===== config.mk =====
export PLATFORM = sky130hd
export DESIGN_NAME = pccmd_issue_flat
export DESIGN_NICKNAME = d
export VERILOG_FILES = /design/src/rtl/pccmd_issue_if.sv /design/src/rtl/pccmd_issue.sv /design/src/flat_wrapper.sv
export SDC_FILE = /design/constraint.sdc
export NUM_CORES = 1
export LEC_CHECK = 0
export CORE_MARGIN = 5
export CORE_UTILIZATION = 43
export CTS_CLUSTER_SIZE = 28
export DETAILED_ROUTE_END_ITERATION = 8
export GPL_TIMING_DRIVEN = 0
export PLACE_DENSITY = 0.79
export SLEW_MARGIN = 0
export SYNTH_ARGS = -nofsm -noshare
export SYNTH_HDL_FRONTEND = slang
export SYNTH_SLANG_ARGS = --single-unit

===== constraint.sdc =====
create_clock -name clk -period 2.6 [get_ports clk]
set_clock_uncertainty 0.2 [all_clocks]
set_input_delay 0.52 -clock clk [delete_from_list [all_inputs] [get_ports clk]]
set_output_delay 0.52 -clock clk [all_outputs]
set_load 0.01 [all_outputs]

===== src/rtl/pccmd_issue_if.sv =====
// Stream bundle around the command issuer: instruction in, pccmd out, done feedback in.
// The slave modport is the issuer's view; master is the surrounding fabric's view.
interface pccmd_issue_if #(
    parameter int PCCMD_WIDTH = 32,
    parameter int PCFBK_WIDTH = 8
);
    logic                   s_axis_inst_tvalid;
    logic                   s_axis_inst_tready;
    logic [PCCMD_WIDTH+3:0] s_axis_inst_tdata;

    logic                   m_axis_pccmd_tvalid;
    logic                   m_axis_pccmd_tready;
    logic [PCCMD_WIDTH-1:0] m_axis_pccmd_tdata;

    logic                   s_axis_pcfbk_tvalid;
    logic                   s_axis_pcfbk_tready;
    logic [PCFBK_WIDTH-1:0] s_axis_pcfbk_tdata;

    modport slave (
        input  s_axis_inst_tvalid, s_axis_inst_tdata,
        output s_axis_inst_tready,
        output m_axis_pccmd_tvalid, m_axis_pccmd_tdata,
        input  m_axis_pccmd_tready,
        input  s_axis_pcfbk_tvalid, s_axis_pcfbk_tdata,
        output s_axis_pcfbk_tready
    );

    modport master (
        output s_axis_inst_tvalid, s_axis_inst_tdata,
        input  s_axis_inst_tready,
        input  m_axis_pccmd_tvalid, m_axis_pccmd_tdata,
        output m_axis_pccmd_tready,
        output s_axis_pcfbk_tvalid, s_axis_pcfbk_tdata,
        input  s_axis_pcfbk_tready
    );
endinterface


===== src/rtl/pccmd_issue.sv =====
// Dependency-aware pccmd issuer: holds one command until every unit in its wait
// mask has no outstanding operations, tracking per-unit counts from done pulses.
module pccmd_issue #(
    parameter int PCCMD_WIDTH = 32,
    parameter int PCFBK_WIDTH = 8,
    parameter int CNT_WIDTH   = 4
) (
    input  logic                   clk,
    input  logic                   rst_n,
    pccmd_issue_if.slave           bus,
    output logic [4*CNT_WIDTH-1:0] outstanding,
    output logic                   busy,
    output logic                   fbk_underflow,
    output logic [31:0]            issued_cnt
);
    // Unit index order everywhere: 0 store, 1 exec, 2 loadx, 3 loady.
    typedef enum logic [1:0] {IDLE, WAIT, ISSUE} state_t;

    localparam logic [CNT_WIDTH-1:0] CNT_MAX = {CNT_WIDTH{1'b1}};

    state_t                 state, next_state;
    logic [PCCMD_WIDTH-1:0] hold_word;
    logic [3:0]             hold_mask;
    logic [3:0]             hold_unit;
    logic [CNT_WIDTH-1:0]   cnt [4];
    logic [3:0]             cnt_zero, cnt_full, inc, dec, underflow_hit;
    logic                   inst_hs, issue_hs, eligible;
    logic                   unused_fbk_bits;

    function automatic logic [3:0] unit_of(input logic [3:0] low);
        logic [3:0] u;
        u = 4'b0000;
        casez (low[2:0])
            3'b001:  u = low[3] ? 4'b1000 : 4'b0100;
            3'b010:  u = 4'b0100;
            3'b011:  u = 4'b0001;
            3'b1??:  u = 4'b0010;
            default: u = 4'b0000;
        endcase
        return u;
    endfunction

    assign bus.s_axis_inst_tready  = rst_n && (state == IDLE);
    assign bus.m_axis_pccmd_tvalid = (state == ISSUE);
    assign bus.m_axis_pccmd_tdata  = hold_word;
    assign bus.s_axis_pcfbk_tready = 1'b1;

    assign inst_hs  = bus.s_axis_inst_tvalid && bus.s_axis_inst_tready;
    assign issue_hs = (state == ISSUE) && bus.m_axis_pccmd_tready;

    assign unused_fbk_bits = ^bus.s_axis_pcfbk_tdata[PCFBK_WIDTH-1:4];

    always_comb begin
        for (int i = 0; i < 4; i++) begin
            cnt_zero[i]      = (cnt[i] == '0);
            cnt_full[i]      = (cnt[i] == CNT_MAX);
            inc[i]           = issue_hs && hold_unit[i];
            dec[i]           = bus.s_axis_pcfbk_tvalid && bus.s_axis_pcfbk_tdata[i];
            underflow_hit[i] = dec[i] && !inc[i] && cnt_zero[i];
        end
    end

    // Registered counters only: a done pulse unblocks WAIT one cycle later at the earliest.
    assign eligible = ((hold_mask & ~cnt_zero) == 4'b0000) &&
                      ((hold_unit & cnt_full) == 4'b0000);

    assign outstanding = {cnt[3], cnt[2], cnt[1], cnt[0]};
    assign busy        = (state != IDLE) || (cnt_zero != 4'b1111);

    // NOTE: sequential state uses <= so every register samples pre-edge values.
    always_ff @(posedge clk) begin
        if (!rst_n) state <= IDLE;
        else        state <= next_state;
    end

    // NOTE: next_state gets its default first so no path leaves it unassigned (no latch).
    always_comb begin
        next_state = state;
        case (state)
            IDLE:    if (inst_hs)  next_state = WAIT;
            WAIT:    if (eligible) next_state = ISSUE;
            ISSUE:   if (issue_hs) next_state = IDLE;
            default: next_state = IDLE;
        endcase
    end

    // NOTE: the holding register is reset because it drives m_axis_pccmd_tdata directly.
    always_ff @(posedge clk) begin
        if (!rst_n) begin
            hold_word <= '0;
            hold_mask <= '0;
            hold_unit <= '0;
        end else if (inst_hs) begin
            hold_word <= bus.s_axis_inst_tdata[PCCMD_WIDTH-1:0];
            hold_mask <= bus.s_axis_inst_tdata[PCCMD_WIDTH+3:PCCMD_WIDTH];
            hold_unit <= unit_of(bus.s_axis_inst_tdata[3:0]);
        end
    end

    // Issue and done on the same unit in one cycle cancel; eligibility prevents overflow.
    always_ff @(posedge clk) begin
        if (!rst_n) begin
            for (int i = 0; i < 4; i++) cnt[i] <= '0;
            fbk_underflow <= 1'b0;
            issued_cnt    <= '0;
        end else begin
            for (int i = 0; i < 4; i++) begin
                if (inc[i] && !dec[i])                  cnt[i] <= cnt[i] + 1'b1;
                else if (dec[i] && !inc[i] && !cnt_zero[i]) cnt[i] <= cnt[i] - 1'b1;
            end
            if (underflow_hit != 4'b0000) fbk_underflow <= 1'b1;
            if (issue_hs)                 issued_cnt    <= issued_cnt + 32'd1;
        end
    end
endmodule


===== src/flat_wrapper.sv =====
// flat-port wrapper written by rule: the top's interface ports become plain ports
module pccmd_issue_flat 
#(
    parameter int PCCMD_WIDTH = 32,
    parameter int PCFBK_WIDTH = 8,
    parameter int CNT_WIDTH   = 4
)
  (clk, rst_n, outstanding, busy, fbk_underflow, issued_cnt, bus_s_axis_inst_tvalid, bus_s_axis_inst_tdata, bus_s_axis_inst_tready, bus_m_axis_pccmd_tvalid, bus_m_axis_pccmd_tdata, bus_m_axis_pccmd_tready, bus_s_axis_pcfbk_tvalid, bus_s_axis_pcfbk_tdata, bus_s_axis_pcfbk_tready);
  pccmd_issue_if #(.PCCMD_WIDTH(PCCMD_WIDTH), .PCFBK_WIDTH(PCFBK_WIDTH)) bus_i ();
  input  logic clk;
  input  logic rst_n;
  output logic [4*CNT_WIDTH-1:0] outstanding;
  output logic busy;
  output logic fbk_underflow;
  output logic [31:0] issued_cnt;
  input wire logic [$bits(bus_i.s_axis_inst_tvalid)-1:0] bus_s_axis_inst_tvalid;
  input wire logic [$bits(bus_i.s_axis_inst_tdata)-1:0] bus_s_axis_inst_tdata;
  output wire logic [$bits(bus_i.s_axis_inst_tready)-1:0] bus_s_axis_inst_tready;
  output wire logic [$bits(bus_i.m_axis_pccmd_tvalid)-1:0] bus_m_axis_pccmd_tvalid;
  output wire logic [$bits(bus_i.m_axis_pccmd_tdata)-1:0] bus_m_axis_pccmd_tdata;
  input wire logic [$bits(bus_i.m_axis_pccmd_tready)-1:0] bus_m_axis_pccmd_tready;
  input wire logic [$bits(bus_i.s_axis_pcfbk_tvalid)-1:0] bus_s_axis_pcfbk_tvalid;
  input wire logic [$bits(bus_i.s_axis_pcfbk_tdata)-1:0] bus_s_axis_pcfbk_tdata;
  output wire logic [$bits(bus_i.s_axis_pcfbk_tready)-1:0] bus_s_axis_pcfbk_tready;
  assign bus_i.s_axis_inst_tvalid = bus_s_axis_inst_tvalid;
  assign bus_i.s_axis_inst_tdata = bus_s_axis_inst_tdata;
  assign bus_s_axis_inst_tready = bus_i.s_axis_inst_tready;
  assign bus_m_axis_pccmd_tvalid = bus_i.m_axis_pccmd_tvalid;
  assign bus_m_axis_pccmd_tdata = bus_i.m_axis_pccmd_tdata;
  assign bus_i.m_axis_pccmd_tready = bus_m_axis_pccmd_tready;
  assign bus_i.s_axis_pcfbk_tvalid = bus_s_axis_pcfbk_tvalid;
  assign bus_i.s_axis_pcfbk_tdata = bus_s_axis_pcfbk_tdata;
  assign bus_s_axis_pcfbk_tready = bus_i.s_axis_pcfbk_tready;
  pccmd_issue #(.PCCMD_WIDTH(PCCMD_WIDTH), .PCFBK_WIDTH(PCFBK_WIDTH), .CNT_WIDTH(CNT_WIDTH)) u_core (.clk(clk), .rst_n(rst_n), .bus(bus_i), .outstanding(outstanding), .busy(busy), .fbk_underflow(fbk_underflow), .issued_cnt(issued_cnt));
endmodule

==> run_results.csv <==
group,metric,value,unit
worst_setup_path,slowest_stage,"edfxtp_1",
worst_setup_path,critPathTopFamily,"simple AND/OR/NAND/NOR gates",
sta,min_period_over_period,99.7,%
sta,slew_headroom,64.3,%
die,die_h,112,um
synth,synth_most_common_cell,"nand2_1",
detailed_routing,first_pass_iters,6,
synth,async_flop_share,0,%
detailed_routing,drtAntennaViolNets,0,
synth,ys_seq_area_share,44.6,%
clock_network,cts_root_buf,"clkbuf_8",
power_and_ir_drop,p_total,0.00324,W
place,gp_congestion,0.824,
die,core,10200,um^2
global_route,grt-ovfl-total,0,
sta,holdWs,256,ps
sta,min_period,2590,ps
final_layout,fill_cells,866,
synth,syn_inst,513,
sta,rsz0062_at_grt,"true",
synth,synth_area_leaders,"dfxtp_1 34%, edfxtp_1 11%, nand2_1 8.4%",
global_route,grt_pass1_wl,20700,um
final_layout,post-route-util,62.6,%
clock_network,cts.path.max_buffers,2,
clock_network,cts_buffers,9,
global_route,grt_max_degree,20,
sta,drv_slew,0,
die,start_util,43.7,%
power_and_ir_drop,power_per_cell_area,508,nW/um^2
clock_network,clock-sinks,91,
synth,synth_cell_type_count,64,
place,io_buffers,127,
clock_network,cts_tree,"yes",
final_layout,drive_gt1_share,11.6,%
final_layout,postLayoutCellArea,6370,um^2
synth,synth_top_cell_area_share,33.8,%
global_route,track_usage,19.9,%
power_and_ir_drop,p_leak,2.46,nW
worst_setup_path,path_max_fanout,3,
clock_network,clk_pin_slew,100,ps
global_route,antenna_found_initial,0,
job,maxCapViolCount,0,
sta,max_freq,0.386,GHz
synth,ys_ff_latch,91,
worst_setup_path,crit_path_start_kind,"flop",
synth,syn_nets,574,
detailed_routing,drt_iter0_markers,284,
detailed_routing,num_vias,4477,
detailed_routing,viasPerCell,5.53,
die,ios,134,
synth,postSynthAreaPerCell,8.67,um^2
worst_setup_path,worstPathRequired,1880,ps
min_path,hold_path.class,"flop to flop",
clock_network,clock_latency,370,ps
place,place_area,5920,um^2
synth,yosysWarnings,0,
synth,synth_top_area_cell,"dfxtp_1",
worst_setup_path,slowest_delay,430,ps
final_layout,fin_nets,729,
worst_setup_path,crit_buf_inv,2,
detailed_routing,wire_per_inst,16.0,um
clock_network,h-tree-depth,3,
worst_setup_path,path_cells,"inv_2 > ha_4 > or3b_4 > nor4_4 > nand3_1 > buf_2",
synth,synth_commonest_cells,"100 x nand2_1, 75 x dfxtp_1, 44 x nand3_1",
status,status,"complete, no violations",
worst_setup_path,crit_type,"flop to output port",
sta,setup_tns,0,ps
die,fp.dieW,112,um
clock_network,postCtsHoldBufs,0,
sta,setup_viol,0,
global_route,grt_pass1_vias,4200,
final_layout,diodes,0,
sta,worst_pin_slew,536,ps
place,dpl.hpwl,9510,um
synth,synth_area,4450,um^2
synth,synth-edff-count,16,
detailed_routing,routed_wl,13000,um
die,die_area,12500,um^2
synth,synthFlopType,"dfxtp_1",
die,rows,37,
worst_setup_path,cp.arrival,1870,ps
detailed_routing,drc_errors,0,
final_layout,syn_to_final_growth,43.3,%
power_and_ir_drop,irDropWorstVdd,0.276,mV
sta,final_hold_viol_count,0,
worst_setup_path,end_kind,"output port",
per-stage QoR:
stage	cells	setup slack [ps]
6_report	809	7.78
5_1_grt	809	-111
3_3_place_gp	776	-1030
3_5_place_dp	776	-1120
2_1_floorplan	513	-46.9
4_1_cts	804	-12.0
final timing paths:
check | from | to | slack (ps) | cells after the start
max | u_core.cnt[3][0]$_DFFE_PP_ | busy | 8 | 6
min | u_core.bus.m_axis_pccmd_tdata[27]$_SDFFE_PN0P_ | u_core.bus.m_axis_pccmd_tdata[27]$_SDFFE_PN0P_ | 260 | 2
max reg2reg | u_core.state[0]$_SDFFE_PN0P_ | u_core.cnt[2][3]$_SDFFCE_PN0P_ | 70 | 11
min reg2reg | u_core.bus.m_axis_pccmd_tdata[27]$_SDFFE_PN0P_ | u_core.bus.m_axis_pccmd_tdata[27]$_SDFFE_PN0P_ | 260 | 2
layer usage:
layer	GRT usage [%]	share of wire [%]	routed length, um
met3	7.88	9.7	1250
met1	24.3	42	5380
met2	33.2	47	6110
met5	0	0	0
met4	4.46	1.7	216
layout make-up:
| cell class | count | area [um^2] | area share (%) |
|---|---|---|---|
| multi-input combinational | 373 | 2350 | 36.8 |
| sequential | 91 | 1980 | 31.1 |
| clock inverter | 5 | 63.8 | 1.00 |
| tap | 136 | 170 | 2.67 |
| clock buffer | 11 | 153 | 2.39 |
| buffer | 30 | 181 | 2.85 |
| inverter | 16 | 60.1 | 0.942 |
| timing repair buffer | 147 | 1410 | 22.2 |
state kept, by name, indices dropped and copies added (netlist names):
signal	cells
u_core.state	2
u_core.issued_cnt	32
u_core.bus.m_axis_pccmd_tdata	32
u_core.fbk_underflow	1
u_core.cnt	16
u_core.hold_unit	4
u_core.hold_mask	4
timing repair:
item / 4_1_cts / 5_1_grt
setup endpoints to repair: 26 / 4
pin swaps: 9 / 3
buffers inserted: 14 / 6
resized for setup: 28 / 2
endpoints found under the hold margin: 0 / 0
cells by family (layout without fill, tap and decap cells):
logic type,Yosys count,count (layout),synth area share (%)
AOI/OAI and AO/OA,86,86,12.4
xor gates and xnor gates,15,15,2.95
adders and majority gates,12,12,3.88
buffers and inverters,49,209,5.18
DFF,91,91,44.6
muxes,7,7,1.58
other,1,1,0.0843
and+or+nand+nor,252,252,29.4
worst reg2reg max path: cells and delay by family, from the launching register on:
kind / cells / cell delay, ps
adder cells (fa/ha/maj): 1 / 230
flip-flops: 1 / 330
AO/OA/AOI/OAI: 3 / 610
XOR/XNOR: 1 / 160
multiplexers: 1 / 230
AND/OR/NAND/NOR: 2 / 290
buffers and inverters: 3 / 330
layout by cell type, fill, tap and decap left out, types with 4 or more instances in the layout:
cell type and instances:
buf_4 21, xnor2_1 5, nand3_1 44, or3_1 10, nand2_1 100, buf_1 6, o311ai_0 5, or4_1 8
edfxtp_1 16, dfxtp_1 73, nand4_1 19, clkbuf_8 9, o21ai_0 13, and3_1 8, ha_1 6, xor2_1 10
inv_1 12, clkdlybuf4s50_1 124, mux2i_1 7, a21oi_1 30, nand2b_1 5, buf_6 4, buf_2 5, clkbuf_1 12
nor2_1 24, o41ai_1 4, o31ai_1 11, and4_1 6
power breakdown:
part	switching [W]	internal, W
clock network	0.000543	0.000515
registers	0.0000737	0.00152
logic	0.000277	0.000312
total	0.000894	0.00234
Power figures use the tool's default switching activity.
==> patch: new RTL, same flow settings <==
`CNT_WIDTH` is set to 4 in 2 places; all go to 5.
--- a/src/rtl/pccmd_issue.sv
+++ b/src/rtl/pccmd_issue.sv
@@ -3,7 +3,7 @@
 module pccmd_issue #(
     parameter int PCCMD_WIDTH = 32,
     parameter int PCFBK_WIDTH = 8,
-    parameter int CNT_WIDTH   = 4
+    parameter int CNT_WIDTH   = 5
 ) (
     input  logic                   clk,
     input  logic                   rst_n,
--- a/src/flat_wrapper.sv
+++ b/src/flat_wrapper.sv
@@ -3,7 +3,7 @@
 #(
     parameter int PCCMD_WIDTH = 32,
     parameter int PCFBK_WIDTH = 8,
-    parameter int CNT_WIDTH   = 4
+    parameter int CNT_WIDTH   = 5
 )
   (clk, rst_n, outstanding, busy, fbk_underflow, issued_cnt, bus_s_axis_inst_tvalid, bus_s_axis_inst_tdata, bus_s_axis_inst_tready, bus_m_axis_pccmd_tvalid, bus_m_axis_pccmd_tdata, bus_m_axis_pccmd_tready, bus_s_axis_pcfbk_tvalid, bus_s_axis_pcfbk_tdata, bus_s_axis_pcfbk_tready);
   pccmd_issue_if #(.PCCMD_WIDTH(PCCMD_WIDTH), .PCFBK_WIDTH(PCFBK_WIDTH)) bus_i ();
Ports: changed (resized outstanding); port bits go from 134 to 138. No check against the original RTL was run, so the function may have changed too.
==> patch against the original RTL <==
The flow now finishes with violations (setup timing); sequential cell count grew 4; total power grew 6.7%; setup slack lost 0.11 ns; non-clock buffer count shrank 3; clock power grew 8%; routed wire length shrank 0.27%; global-route usage shrank 0.54 points; synthesized cell count grew 1.9%; sequential power grew 4%; area after synthesis grew 2.9%; final cell count grew 2.2%; count of clock-buffer cells in the layout is the same; final area grew 3.2%; critical path type is now reg2reg; highest routed layer unchanged.
==> patch: results <==
timing:
  tightest_slew_ns: 0.591
  setup-violations-final: 4
  layout_setup_ws_ns: -0.0994
  whs_ns: 0.257
detailed_routing:
  wl_per_cell_um: 15.6
  drtIter0Drc: 318
  vias: 4420
  dr.pass1.iters: 5
clock_network:
  cts_resized: 17
  post-cts-setup-buffers: 17
placed_design:
  place_ws_ns: -0.812
  io_buffers: 131
  dp.cells: 790
  dp_hpwl_um: 9620
  gp_congestion: 0.824
critical_path:
  cp_max_fo: 4
  rr_startpoint: "u_core.cnt[0][4]"
  r2r_cells: 10
  max_stage_delay_ns: 0.57
  critPathArrivalTime_ns: 2.71
power_and_ir_drop:
  p_leak_nw: 2.66
  ir_worst_vdd_uv: 342
synthesis:
  ys_seq_area_share_pct: 45.9
  synth_top_cells_by_area: "dfxtp_1 33%, edfxtp_1 13%, nand2_1 8.0%, nand3_1 5.6%, xor2_1 4.4%"
  synth_fp_nets: 589
  syn_avg_cell_area_um2: 8.75
outcome:
  violations: "setup timing"
  status: "finished, violations left"
finish:
  stdcell_count: 827
  final_nets: 752
  drive_above_1_share_pct: 11.1
hold_path:
  min_to: "u_core.bus.m_axis_pccmd_tdata[6]"
global_routing:
  grt_start_max_net_pins: 17
## patch: cell types whose count changed in the layout (fill, tap and decap cells not counted), moves of 5 or more
| cell | before | now |
|---|---|---|
| or4_1 | 8 | 1 |
| nand3_1 | 44 | 51 |
| xor2_1 | 10 | 23 |
| nor2_1 | 24 | 48 |
| o311ai_0 | 5 | 0 |
| and2_1 | 1 | 10 |
| xnor2_1 | 5 | 14 |
| nand2b_1 | 5 | 0 |
| o31ai_1 | 11 | 1 |
| a21oi_1 | 30 | 19 |
## patch: metal layers
layer,GRT usage (%),vias up,wire (um)
met2,34.0,196,6550
met5,0,-,0
li1,-,2128,-
met4,5.77,0,294
met1,23.4,2067,5200
met3,4.81,29,893
## patch: worst max-delay path, delay by kind of cell (launching register included)
family,cells,cell delay [ns]
compound gates,3,0.33
xor+xnor,1,0.15
fa+ha+maj,1,0.24
buf+inv,1,0.11
flops,1,0.40
mux,1,0.21
simple gates,3,0.90
## patch: cell type report
type	instances	area, um^2
plain buffers	22	109
flip-flops and latches	95	2100
clock inverters	5	87.6
inverters	16	60.1
fillers	872	3790
repair buffers	152	1460
multi-input cells	390	2430
well taps	136	170
clock buffers	11	153
## patch: cell families after synthesis
| family | synth area share, % |
|---|---|
| muxes | 1.53 |
| buffers and inverters | 3.36 |
| other | 0.0820 |
| DFF | 45.9 |
| adders and majority gates | 5.14 |
| AOI/OAI and AO/OA | 7.14 |
| xor gates and xnor gates | 7.08 |
| and+or+nand+nor | 29.7 |
## patch: worst max path at each step
stage                                       start          endpoint  slack (ns)  depth (start not counted)
after CTS                        u_core.cnt[0][4]  u_core.cnt[0][4]       -0.08                         10
after detailed placement  bus_m_axis_pccmd_tready  u_core.cnt[1][4]       -0.81                         11
after floorplan                  u_core.cnt[0][2]  u_core.cnt[0][3]       -0.06                         10
after global routing             u_core.cnt[1][3]  u_core.cnt[1][4]       -0.19                         10
final                            u_core.cnt[0][4]  u_core.cnt[0][4]        -0.1                         10
after global placement    bus_m_axis_pccmd_tready  u_core.cnt[1][4]       -0.75                         11
## patch: per-stage QoR
stage / TNS [ns] / area [um^2] / util, %
floorplan: -0.185 / 4640 / -
global placement: -11.48 / 6120 / 59.0
detailed placement: -13.38 / 6120 / 59.0
CTS: -0.179 / 6530 / 63.0
global route: -0.840 / 6580 / 63.4
finish: -0.217 / 6580 / 63.4
## patch: power by group through the flow
stage	Sequential (W)	Combinational [W]	Clock, W
2_1_floorplan	0.00173	0.000253	0
3_3_place_gp	0.00170	0.000571	0
3_5_place_dp	0.00171	0.000588	0
4_1_cts	0.00166	0.000632	0.00117
5_1_grt	0.00168	0.000694	0.00123
6_report	0.00166	0.000639	0.00115
